`config.mk`:
```
export PLATFORM = sky130hd
export DESIGN_NAME = loader_write_bridge
export DESIGN_NICKNAME = d
export VERILOG_FILES = /design/src/rtl/loader_write_bridge.sv
export SDC_FILE = /design/constraint.sdc
export NUM_CORES = 1
export LEC_CHECK = 0
export BUFFER_PORTS_ARGS = -buffer_cell sky130_fd_sc_hd__buf_2
export CORE_MARGIN = 5
export CORE_UTILIZATION = 43
export CTS_CLUSTER_DIAMETER = 40
export CTS_CLUSTER_SIZE = 12
export DETAILED_ROUTE_END_ITERATION = 8
export HOLD_SLACK_MARGIN = 0.15
export PLACE_DENSITY_LB_ADDON = 0.12
export RECOVER_POWER = 25
export SLEW_MARGIN = 15
export SYNTH_ARGS = -nofsm -noshare
export SYNTH_HDL_FRONTEND = slang
export SYNTH_SLANG_ARGS = --single-unit
```
`constraint.sdc`:
```
create_clock -name clk -period 6.1 [get_ports clk]
set_input_delay 0.61 -clock clk [delete_from_list [all_inputs] [get_ports clk]]
set_output_delay 0.61 -clock clk [all_outputs]
set_load 0.005 [all_outputs]
```
`src/rtl/loader_write_bridge.sv`:
```
// ----------------------------------------------------------------------------
// loader_write_bridge
//
// Buffers byte writes from the game loader and replays them into SDRAM, one
// write per memory slot. A small FIFO absorbs loader bursts. A two-state FSM
// presents each entry on mem_we/mem_addr/mem_data for one whole slot period.
//
// Parameters
//   DEPTH        FIFO entries (power of two, >= 2)
//
// Ports
//   clk          core clock
//   reset        synchronous, active-high reset
//   in_valid     one-cycle write strobe from the loader
//   in_addr      22-bit target byte address (PRG 0x000000, CHR 0x200000)
//   in_data      byte to write
//   slot         one-cycle memory-slot pulse
//   mem_we       SDRAM write request, held for one slot period per byte
//   mem_addr     SDRAM write address (registered)
//   mem_data     SDRAM write data (registered)
//   busy         FIFO non-empty or write in progress
//   overflow     sticky: a loader byte was dropped on a full FIFO
//   byte_count   bytes issued to SDRAM, modulo 2^22
//   checksum     16-bit running sum of issued bytes; this port exists only
//                when LOADER_BRIDGE_CHECKSUM_EN is defined
//
// Optional feature macro: LOADER_BRIDGE_CHECKSUM_EN
// ----------------------------------------------------------------------------
module loader_write_bridge #(
   parameter int unsigned DEPTH = 4
) (
   input  logic        clk,
   input  logic        reset,
   input  logic        in_valid,
   input  logic [21:0] in_addr,
   input  logic [7:0]  in_data,
   input  logic        slot,
   output logic        mem_we,
   output logic [21:0] mem_addr,
   output logic [7:0]  mem_data,
   output logic        busy,
   output logic        overflow,
   output logic [21:0] byte_count
`ifdef LOADER_BRIDGE_CHECKSUM_EN
   ,
   output logic [15:0] checksum
`endif
);

   localparam int unsigned AW = (DEPTH > 1) ? $clog2(DEPTH) : 1;
   localparam int unsigned CW = AW + 1;
   localparam int unsigned EW = 30;
   localparam logic [CW-1:0] FullCnt = CW'(DEPTH);

   typedef enum logic [0:0] {
      StIdle,
      StWrite
   } state_e;

   state_e        state_q, state_d;

   logic [EW-1:0] fifo_q [DEPTH];
   logic [AW-1:0] wr_ptr_q, wr_ptr_d;
   logic [AW-1:0] rd_ptr_q, rd_ptr_d;
   logic [CW-1:0] count_q, count_d;

   logic          mem_we_q, mem_we_d;
   logic [21:0]   mem_addr_q, mem_addr_d;
   logic [7:0]    mem_data_q, mem_data_d;
   logic          overflow_q, overflow_d;
   logic [21:0]   byte_count_q, byte_count_d;

   logic          empty, full;
   logic          push, pop, drop;
   logic [EW-1:0] head;

   // ---------------------------------------------------------------------
   // FIFO control
   // ---------------------------------------------------------------------
   // A pop happens on every slot while data is queued, whichever state the
   // FSM is in: in StIdle it starts a write, in StWrite it chains the next
   // one. Emptiness is taken from the registered count, so a byte pushed in
   // the same cycle as a slot cannot be popped until a later slot.
   always_comb begin
      empty = (count_q == '0);
      full  = (count_q == FullCnt);
      pop   = slot && !empty;
      // A full FIFO still accepts a byte when the head leaves this cycle.
      push  = in_valid && (!full || pop);
      drop  = in_valid && full && !pop;
      head  = fifo_q[rd_ptr_q];
   end

   always_comb begin
      wr_ptr_d = wr_ptr_q;
      rd_ptr_d = rd_ptr_q;
      count_d  = count_q;
      if (push) begin
         wr_ptr_d = wr_ptr_q + AW'(1);
      end
      if (pop) begin
         rd_ptr_d = rd_ptr_q + AW'(1);
      end
      unique case ({push, pop})
         2'b10:   count_d = count_q + CW'(1);
         2'b01:   count_d = count_q - CW'(1);
         default: count_d = count_q;
      endcase
   end

   // Storage needs no reset: occupancy alone decides what is valid.
   always_ff @(posedge clk) begin
      if (!reset && push) begin
         fifo_q[wr_ptr_q] <= {in_addr, in_data};
      end
   end

   // ---------------------------------------------------------------------
   // Write FSM
   // ---------------------------------------------------------------------
   always_comb begin
      state_d    = state_q;
      mem_we_d   = mem_we_q;
      mem_addr_d = mem_addr_q;
      mem_data_d = mem_data_q;

      unique case (state_q)
         StIdle: begin
            if (pop) begin
               state_d    = StWrite;
               mem_we_d   = 1'b1;
               mem_addr_d = head[29:8];
               mem_data_d = head[7:0];
            end
         end
         StWrite: begin
            // Outputs hold until the slot that closes this write.
            if (slot) begin
               if (pop) begin
                  mem_addr_d = head[29:8];
                  mem_data_d = head[7:0];
               end else begin
                  state_d  = StIdle;
                  mem_we_d = 1'b0;
               end
            end
         end
         default: begin
            state_d  = StIdle;
            mem_we_d = 1'b0;
         end
      endcase
   end

   // ---------------------------------------------------------------------
   // Status
   // ---------------------------------------------------------------------
   always_comb begin
      overflow_d   = overflow_q | drop;
      byte_count_d = byte_count_q + {21'd0, pop};
   end

   always_ff @(posedge clk) begin
      if (reset) begin
         state_q      <= StIdle;
         wr_ptr_q     <= '0;
         rd_ptr_q     <= '0;
         count_q      <= '0;
         mem_we_q     <= 1'b0;
         mem_addr_q   <= '0;
         mem_data_q   <= '0;
         overflow_q   <= 1'b0;
         byte_count_q <= '0;
      end else begin
         state_q      <= state_d;
         wr_ptr_q     <= wr_ptr_d;
         rd_ptr_q     <= rd_ptr_d;
         count_q      <= count_d;
         mem_we_q     <= mem_we_d;
         mem_addr_q   <= mem_addr_d;
         mem_data_q   <= mem_data_d;
         overflow_q   <= overflow_d;
         byte_count_q <= byte_count_d;
      end
   end

`ifdef LOADER_BRIDGE_CHECKSUM_EN
   logic [15:0] checksum_q, checksum_d;

   // Sums the byte being loaded onto mem_data at each pop.
   always_comb begin
      checksum_d = checksum_q;
      if (pop) begin
         checksum_d = checksum_q + {8'd0, head[7:0]};
      end
   end

   always_ff @(posedge clk) begin
      if (reset) begin
         checksum_q <= '0;
      end else begin
         checksum_q <= checksum_d;
      end
   end

   assign checksum = checksum_q;
`endif

   assign mem_we     = mem_we_q;
   assign mem_addr   = mem_addr_q;
   assign mem_data   = mem_data_q;
   assign busy       = (count_q != '0) || mem_we_q;
   assign overflow   = overflow_q;
   assign byte_count = byte_count_q;

endmodule

```
Word-level counts from Yosys, hierarchy flattened. Memory sizes are Yosys's and may differ from the RTL's. A register that Yosys moved wholly into a read port is not among the register bits. Index checks and enable logic that the tools add are counted. W data, S select, Z words.

Register bits after elaboration: 62. RAM bits: 120. Input port bits: 34. Output and inout bits: 55. Word-level logic and storage cells: 56. Memories kept: 1.

Memories: fifo_q (words 4, width 30, read ports 1, clocked after memory_dff 1, wr ports 1, RTL line 62) `logic [EW-1:0] fifo_q [DEPTH];`.

Add/subtract/negate cells: 5. Equality and inequality tests: 6. Mux-type cells: 18. Bitwise operators: 2. Reductions and logical operators: 15.

Operators with widths (number): $mux W22 (2); $pmux W22 S2 (1); $add A22 B1 Y22 (1); $mux W8 (2); $pmux W8 S2 (1); $mux W1 (7); $ne A2 B2 Y1 const B (3); $pmux W3 S2 (1); $logic_and A1 B1 Y1 (5); $add A2 B1 Y2 const B (2); $logic_not A1 Y1 (4); $mux W2 (2); $pmux W1 S2 (2); $add A3 B1 Y3 const B (1); $eq A3 B3 Y1 const B (1); $logic_not A3 Y1 (1); $reduce_and A3 Y1 (1); $reduce_bool A3 Y1 (1); $sub A3 B1 Y3 const B (1); $eq A2 B1 Y1 const B (1); $eq A2 B2 Y1 const B (1); $logic_or A1 B1 Y1 (2); $reduce_bool A2 Y1 (1); $not A1 Y1 (1); $or A1 B1 Y1 (1).

Logic depth before layout (Yosys ltp). Gate-level depths: netlist of the first run.

Depth in word-level cells: 8. Mapped depth: 10. Mapped depth without buffers: 8.

Worst setup path after synthesis of the first run. Ideal clock, no wire load.

Path kind: input to register. Start: input port slot. End: register byte_count_q[16] (netlist: byte_count[16]). Arrival: 2770 ps. Required time: 6030 ps. Path slack: 3259 ps. Cell stages on the path: 10. Buffers on the path: 2. Cell sequence: clkbuf_1 o31ai_1 inv_2 clkbuf_1 ha_1 ha_1 and4_1 nand4_2 or3_1 a21oi_1.

Longest elaborated chain between the ends: 2.

RTL lines: from (decl) (RTL line 37) `input logic slot,`; $logic_and A1 B1 Y1 (RTL line 87) `pop = slot && !empty;`; named net pop (RTL line 74) `logic push, pop, drop;`; $add A22 B1 Y22 (RTL line 160) `byte_count_d = byte_count_q + {21'd0, pop};`; to (signal assigned) (RTL line 183) `byte_count_q <= byte_count_d;`; to (decl) (RTL line 71) `logic [21:0] byte_count_q, byte_count_d;`.

The timed path passes the listed nets, and every way through them passes these cells. A chain may end at the register's enable or synchronous reset.

Worst setup path after layout of the first run.
Start: register count_q[2]. End: register byte_count_q[16] (netlist: byte_count[16]).

Longest elaborated chain between the ends: 4.

RTL lines: from (decl) (RTL line 65) `logic [CW-1:0] count_q, count_d;`; from (signal assigned) (RTL line 178) `count_q <= count_d;`; $logic_not A3 Y1 (RTL line 85) `empty = (count_q == '0);`; $logic_not A1 Y1 (RTL line 87); $logic_and A1 B1 Y1 (RTL line 87); $add A22 B1 Y22 (RTL line 160).

Every way passes these cells.

==> out/qor.tcl, run 1 <==
set qor(clkLatencyLatePin_ps) 420
set qor(xor_xnor_cell_area_share_of_the_yosys_netlist) 0.0189
set qor(synth.top_cells.by_area) {edfxtp_1, dfxtp_1, mux4_2}
set qor(place.gp.congestion) 0.728
set qor(clk_pin_slew_ps) 60
set qor(antenna-diode-count) 0
set qor(core_area_um2) 15900
set qor(total_leakage_power_nw) 2.80
set qor(design.portCount) 89
set qor(synth_area_per_cell_um2) 14.6
set qor(postRouteAntennaNets) 0
set qor(pwr_density_cell_nw_per_um2) 323
set qor(ctsHtreeMaxLevel) 4
set qor(grt_max_degree) 67
set qor(synth_mux_area_frac) 0.100
set qor(peakVddDrop_uv) 197
set qor(routed_wire_length_um) 13500
set qor(post-synth-top-count-cell) {edfxtp_1}
set qor(finalHoldViolations) 0
set qor(worst_clock_skew_ps) 6.55
set qor(area_growth_pct) 16.4
set qor(placement.setup.worst_slack_ps) 2950
set qor(main_combinational_cell_family_by_area_after_synthesis) {multiplexers}
set qor(dieArea_um2) 18800
set qor(setup_repair_after_global_routing_missed_its_margin) {no}
set qor(number_of_global_route_vias_before_repair) 4058
set qor(drt_first_pass_iters) 4
set qor(relative_slew_slack) 0.411
set qor(die_y_um) 137
set qor(cts.hold.buffers_added) 0
set qor(maxSlewViolCount) 0
set qor(synth_compound_gate_area_share) 0.0513
set qor(drt-vias-per-instance) 5.14
set qor(ctsLongestPathBuffers) 2
set qor(synth_top_flop_cell) {edfxtp_1}
set qor(ff2ff_path_depth) 8
set qor(post-dp-hpwl_um) 8150
set qor(synth_edf_count) 120
set qor(setup-violations-final) 0
set qor(clock-root-buffer) {clkbuf_16}
set qor(post-route-min-period_ps) 2840
set qor(timing_worst_slew_pin_value_ps) 883
set qor(first_iter_violations) 138
set qor(outcome) {complete, no violations}
set qor(timing.final.crit_share) 0.465
set qor(total_via_count_after_detailed_routing) 4060
set qor(postLayoutSetupSlackWorst_ps) 3260
set qor(clock_sink_count) 184
set qor(synth_top_area_frac) 0.518
set qor(io_buffers) 88
set qor(place.detailed.instances) 758
set qor(finalNonFillerCells) 790
set qor(layout.cell_area.non_filler_um2) 8100
set qor(drc_errors) 0
set qor(yosys_register_bits) 184
set qor(cap_violations) 0
set qor(netlist_top_cells_count) {edfxtp_1, nand2_1, dfxtp_1}
set qor(synth-seq-area-share) 0.702
set qor(critical_path_arrival_ps) 3180
set qor(synth_fa_ha_area_frac) 0.0137
set qor(numCtsBuffers) 17
set qor(worst_setup_path_end_kind) {flip-flop}
set qor(start_util) 0.438
set qor(timing.setup.critical_path_class) {reg -> reg}
set qor(synthesis.area_um2) 6960
set qor(drt_wl_cell_um) 17.1
set qor(clock_tree_from_tritoncts) {yes}
set qor(postSynth.asyncResetShare) 0
set qor(yosys.area_share.simple) 0.0935
set qor(fin_nets) 602
set qor(placed_area_um2) 7600
set qor(setup.worst_path.start_class) {flip-flop}
set qor(hold_path_class) {in -> reg}
set qor(crit_fanout) 36
set qor(finalSetupTns_ps) 0
set qor(grt_antenna_before_repair) 0
set qor(core.rowCount) 46
set qor(synth_warnings) 0
set qor(final_layout_size_suffix_gt1_frac) 0.237
set qor(die_w_um) 137
set qor(fmax_mhz) 353
set qor(worstPathRequired_ps) 6440
set qor(synthCells) 476
set qor(cts.repair.resized) 0
set qor(grt_overflow) 0
set qor(post-synth-top-area-cell) {edfxtp_1}
set qor(grt_pass1_wl_um) 21500
set qor(post_cts_buffers) 0
set qor(distinct_cell_type_count_after_synthesis) 46
set qor(gr-usage-all-layers) 0.153
set qor(syn-num-nets) 517
set qor(min_delay_path_depth) 1
## cells by family (layout without fill, tap and decap cells)
logic type	after synthesis	count (layout)
fa+ha+maj	7	7
flops	184	184
xor+xnor	15	15
mux	32	32
buf+inv	34	132
compound gates	63	63
simple gates	141	141
## power breakdown
group / internal (mW) / total, mW / switching (mW) / leakage [nW]
logic: 0.0987 / 0.213 / 0.114 / 0.936
clock network: 0.556 / 0.990 / 0.434 / 0.254
registers: 1.38 / 1.41 / 0.0347 / 1.61
## flip-flops by register name (all words and copies together) (netlist names), named ones only
| register | count |
|---|---|
| overflow | 1 |
| mem_addr | 22 |
| byte_count | 22 |
| rd_ptr_q | 2 |
| mem_we | 1 |
| wr_ptr_q | 2 |
| mem_data | 8 |
| count_q | 3 |
| fifo_q | 120 |
## area by class of cell
class	instances	area, um^2
multi-input cells	258	1950
clock inverters	11	86.3
inverters	9	33.8
flip-flops and latches	184	4890
repair buffers	91	432
clock buffers	21	440
well taps	216	270
fillers	1405	7790
## metrics by stage
stage | utilization | hold slack [ps] | power (mW)
detailed placement | 0.479 | 446 | 1.66
CTS | 0.512 | 383 | 2.65
global route | 0.510 | 406 | 2.73
floorplan | - | 451 | 1.58
finish | 0.510 | 410 | 2.62
global placement | 0.479 | 441 | 1.66
## final timing paths
kind / from / to / slack [ps]
max: count_q[2] / byte_count[16] / 3260
min: in_addr[12] / fifo_q[2][20] / 410
max reg2reg: count_q[2] / byte_count[16] / 3260
min reg2reg: mem_addr[2] / mem_addr[2] / 450
## critical path, stage by stage (launching register included)
cell	delay, ps
dfxtp_1	550
o31ai_4	130
inv_2	540
ha_1	320
ha_1	210
and4_1	310
nand4_2	190
or3_1	390
a21oi_1	140
## per-layer routing
layer / vias to the layer above / GRT usage / routed length, um
met2: 95 / 0.259 / 6840
met3: 13 / 0.0387 / 757
li1: 1941 / - / -
met1: 2011 / 0.190 / 5720
met4: 0 / 0.0565 / 180
met5: - / 0 / 0
## cells in the final DEF (no fill, tap or decap), types with 7 or more instances in the layout
cell type | synthesis | final
xor2_1 | 8 | 8
nor2_1 | 27 | 27
mux4_2 | 30 | 30
nand2_1 | 68 | 68
xnor2_1 | 7 | 7
edfxtp_1 | 120 | 120
dfxtp_1 | 64 | 62
nand3_1 | 8 | 8
inv_1 | 8 | 8
clkbuf_1 | 16 | 29
a21oi_1 | 43 | 43
clkbuf_16 | 0 | 17
buf_2 | 5 | 63
Note: power is estimated with default switching activity, not from simulation.
==> inputs of run 2 (changes only) <==
clock period = 2.9 ns   (was 6.1 ns; I/O delays follow)
==> out/qor.tcl, run 2 (synthesis results as in run 1) <==
set qor(drt_first_pass_iters) 4 ;# unchanged
set qor(clk_pin_slew_ps) 70 ;# about the same
set qor(power.switching_fraction) 0.234 ;# +0.0108
set qor(combPwrFrac) 0.090 ;# +0.009
set qor(total_leakage_power_nw) 2.97 ;# +5.9%
set qor(power_switching_mw) 1.30 ;# +120%
set qor(setup-violations-final) 0 ;# unchanged
set qor(grt_overflow) 0 ;# unchanged
set qor(antenna-diode-count) 0 ;# unchanged
set qor(drc_errors) 0 ;# unchanged
set qor(peakVddDrop_uv) 423 ;# +120%
set qor(outcome) {complete, no violations}
set qor(clock_sink_count) 184 ;# unchanged
set qor(core_area_um2) 15900 ;# unchanged
set qor(largest_register_ffs) 120 ;# unchanged
set qor(clkLatencyLatePin_ps) 420 ;# about the same
set qor(maxSlewViolCount) 0 ;# unchanged
set qor(design.portCount) 89 ;# unchanged
set qor(share_clk_of_total_power) 0.372 ;# -0.006
set qor(drt_wl_cell_um) 16.9 ;# -1.3%
set qor(routed_wire_length_um) 13900 ;# +3.1%
set qor(clock-root-buffer) {clkbuf_16}
set qor(ctsHtreeMaxLevel) 4 ;# unchanged
set qor(worstPathRequired_ps) 3250 ;# -3190 ps
set qor(drt-vias-per-instance) 5.08 ;# -1.2%
set qor(crit_fanout) 11 ;# -69%
set qor(post-dp-hpwl_um) 8650 ;# +6.2%
set qor(first_iter_violations) 167 ;# +21%
set qor(top_register_by_number_of_flip_flops) {fifo_q}
set qor(grt_max_degree) 66 ;# -1.5%
set qor(post-route-min-period_ps) 2280 ;# -556 ps
set qor(die_w_um) 137 ;# unchanged
set qor(final_layout_size_suffix_gt1_frac) 0.238 ;# +0.00116
set qor(clock_tree_from_tritoncts) {yes}
set qor(place.gp.congestion) 0.770 ;# +5.7%
set qor(ctsLongestPathBuffers) 2 ;# unchanged
set qor(gr-usage-all-layers) 0.155 ;# +0.00202
set qor(layout_common_cells) {edfxtp_1, nand2_1, buf_2}
set qor(die_y_um) 137 ;# unchanged
set qor(place.detailed.instances) 763 ;# +0.66%
set qor(area_growth_pct) 22.2
set qor(post_cts_buffers) 0 ;# unchanged
set qor(layout_commonest_cell) {edfxtp_1}
set qor(io_buffers) 88 ;# unchanged
set qor(postRouteAntennaNets) 0 ;# unchanged
set qor(setup_repair_after_global_routing_missed_its_margin) {no}
set qor(worst_setup_path_end_kind) {flip-flop}
set qor(relative_slew_slack) 0.442 ;# +0.0309
set qor(start_util) 0.438 ;# unchanged
set qor(grt_antenna_before_repair) 0 ;# unchanged
set qor(timing.setup.critical_path_class) {reg -> reg}
set qor(ff2ff_path_depth) 8 ;# unchanged
set qor(cap_violations) 0 ;# unchanged
set qor(setup.worst_path.start_class) {flip-flop}
set qor(dieArea_um2) 18800 ;# unchanged
set qor(core.rowCount) 46 ;# unchanged
set qor(timing.final.crit_share) 0.786 ;# +0.321
set qor(sequentialPowerShare) 0.537 ;# -0.003
set qor(fmax_mhz) 439 ;# +24%
set qor(hold_path_class) {in -> reg}
set qor(total_via_count_after_detailed_routing) 4187 ;# +3.1%
set qor(finalNonFillerCells) 825 ;# +4.4%
set qor(finalSetupTns_ps) 0 ;# unchanged
set qor(worst_clock_skew_ps) 8.50 ;# +1.94 ps
set qor(timing_worst_slew_pin_value_ps) 837 ;# -46.3 ps
set qor(min_delay_path_depth) 3 ;# +2
set qor(finalHoldViolations) 0 ;# unchanged
set qor(critical_path_arrival_ps) 2630 ;# -550 ps
set qor(number_of_global_route_vias_before_repair) 4244 ;# +4.6%
set qor(fin_nets) 637 ;# +5.8%
set qor(intPower_mw) 4.25 ;# +110%
set qor(pwr_density_cell_nw_per_um2) 652 ;# +100%
set qor(numCtsBuffers) 17 ;# unchanged
set qor(grt_pass1_wl_um) 22000 ;# +2.3%
-- run 2: cell types whose count changed in the layout (fill, tap and decap cells not counted), sizes merged --
| cell | delta |
|---|---|
| buf | +6 |
| bufinv | -1 |
| clkbuf | -4 |
| inv | +3 |
| dlygate4sd3 | +30 |
| clkinvlp | +1 |
-- run 2: layout make-up --
cell class                      instances  area (um^2)
Fill cell                            1370         7380
Sequential cell                       184         4890
Multi-Input combinational cell        258         1950
Timing Repair Buffer                  126          833
Clock buffer                           18          429
Tap cell                              216          270
Clock inverter                         14          101
Inverter                                9         33.8
-- run 2: worst max-delay path, stage by stage (launching register included) --
cell and delay, ps:
dfxtp_1 560, o31ai_4 120, inv_2 80, ha_1 180, ha_1 210, and4_1 310
nand4_2 190, or3_1 390, a21oi_1 160
-- run 2: metal layers --
metal / wire length, um / share of wire / track usage / vias to the layer above
li1: - / - / - / 2007
met1: 6160 / 0.44 / 0.195 / 2071
met2: 6930 / 0.50 / 0.261 / 92
met3: 635 / 0.046 / 0.0373 / 17
met4: 189 / 0.014 / 0.0565 / 0
met5: 0 / 0 / 0 / -
-- run 2: final timing paths --
check	start	end	slack (ps)
worst max-delay path	count_q[1]	byte_count[20]	620
worst min-delay path	slot	count_q[1]	280
worst max register to register	count_q[1]	byte_count[20]	620
worst min register to register	mem_addr[5]	mem_addr[5]	450
-- run 2: power by group through the flow --
stage / clock network [mW] / logic [mW] / registers [mW]
after global placement: 0 / 0.478 / 3.03
after CTS: 2.12 / 0.519 / 2.98
after detailed placement: 0 / 0.485 / 3.04
after floorplan: 0 / 0.322 / 3.00
after global routing: 2.22 / 0.557 / 2.99
final: 2.06 / 0.501 / 2.98
-- run 2: repair_timing --
item | 4_1_cts | 5_1_grt
endpoints found under the hold margin | 120 | 0
gates resized for setup | 0 | 0
hold buffers | 30 | 0
-- run 2: per-stage QoR --
step	setup WS (ps)	total power [mW]	hold WS (ps)	util	cell area (um^2)
after global routing	433	5.77	268	0.535	8500
after detailed placement	641	3.52	443	0.485	7700
after floorplan	379	3.32	389	-	6960
after global placement	736	3.51	438	0.485	7700
final	620	5.54	275	0.535	8500
after CTS	610	5.62	254	0.537	8530
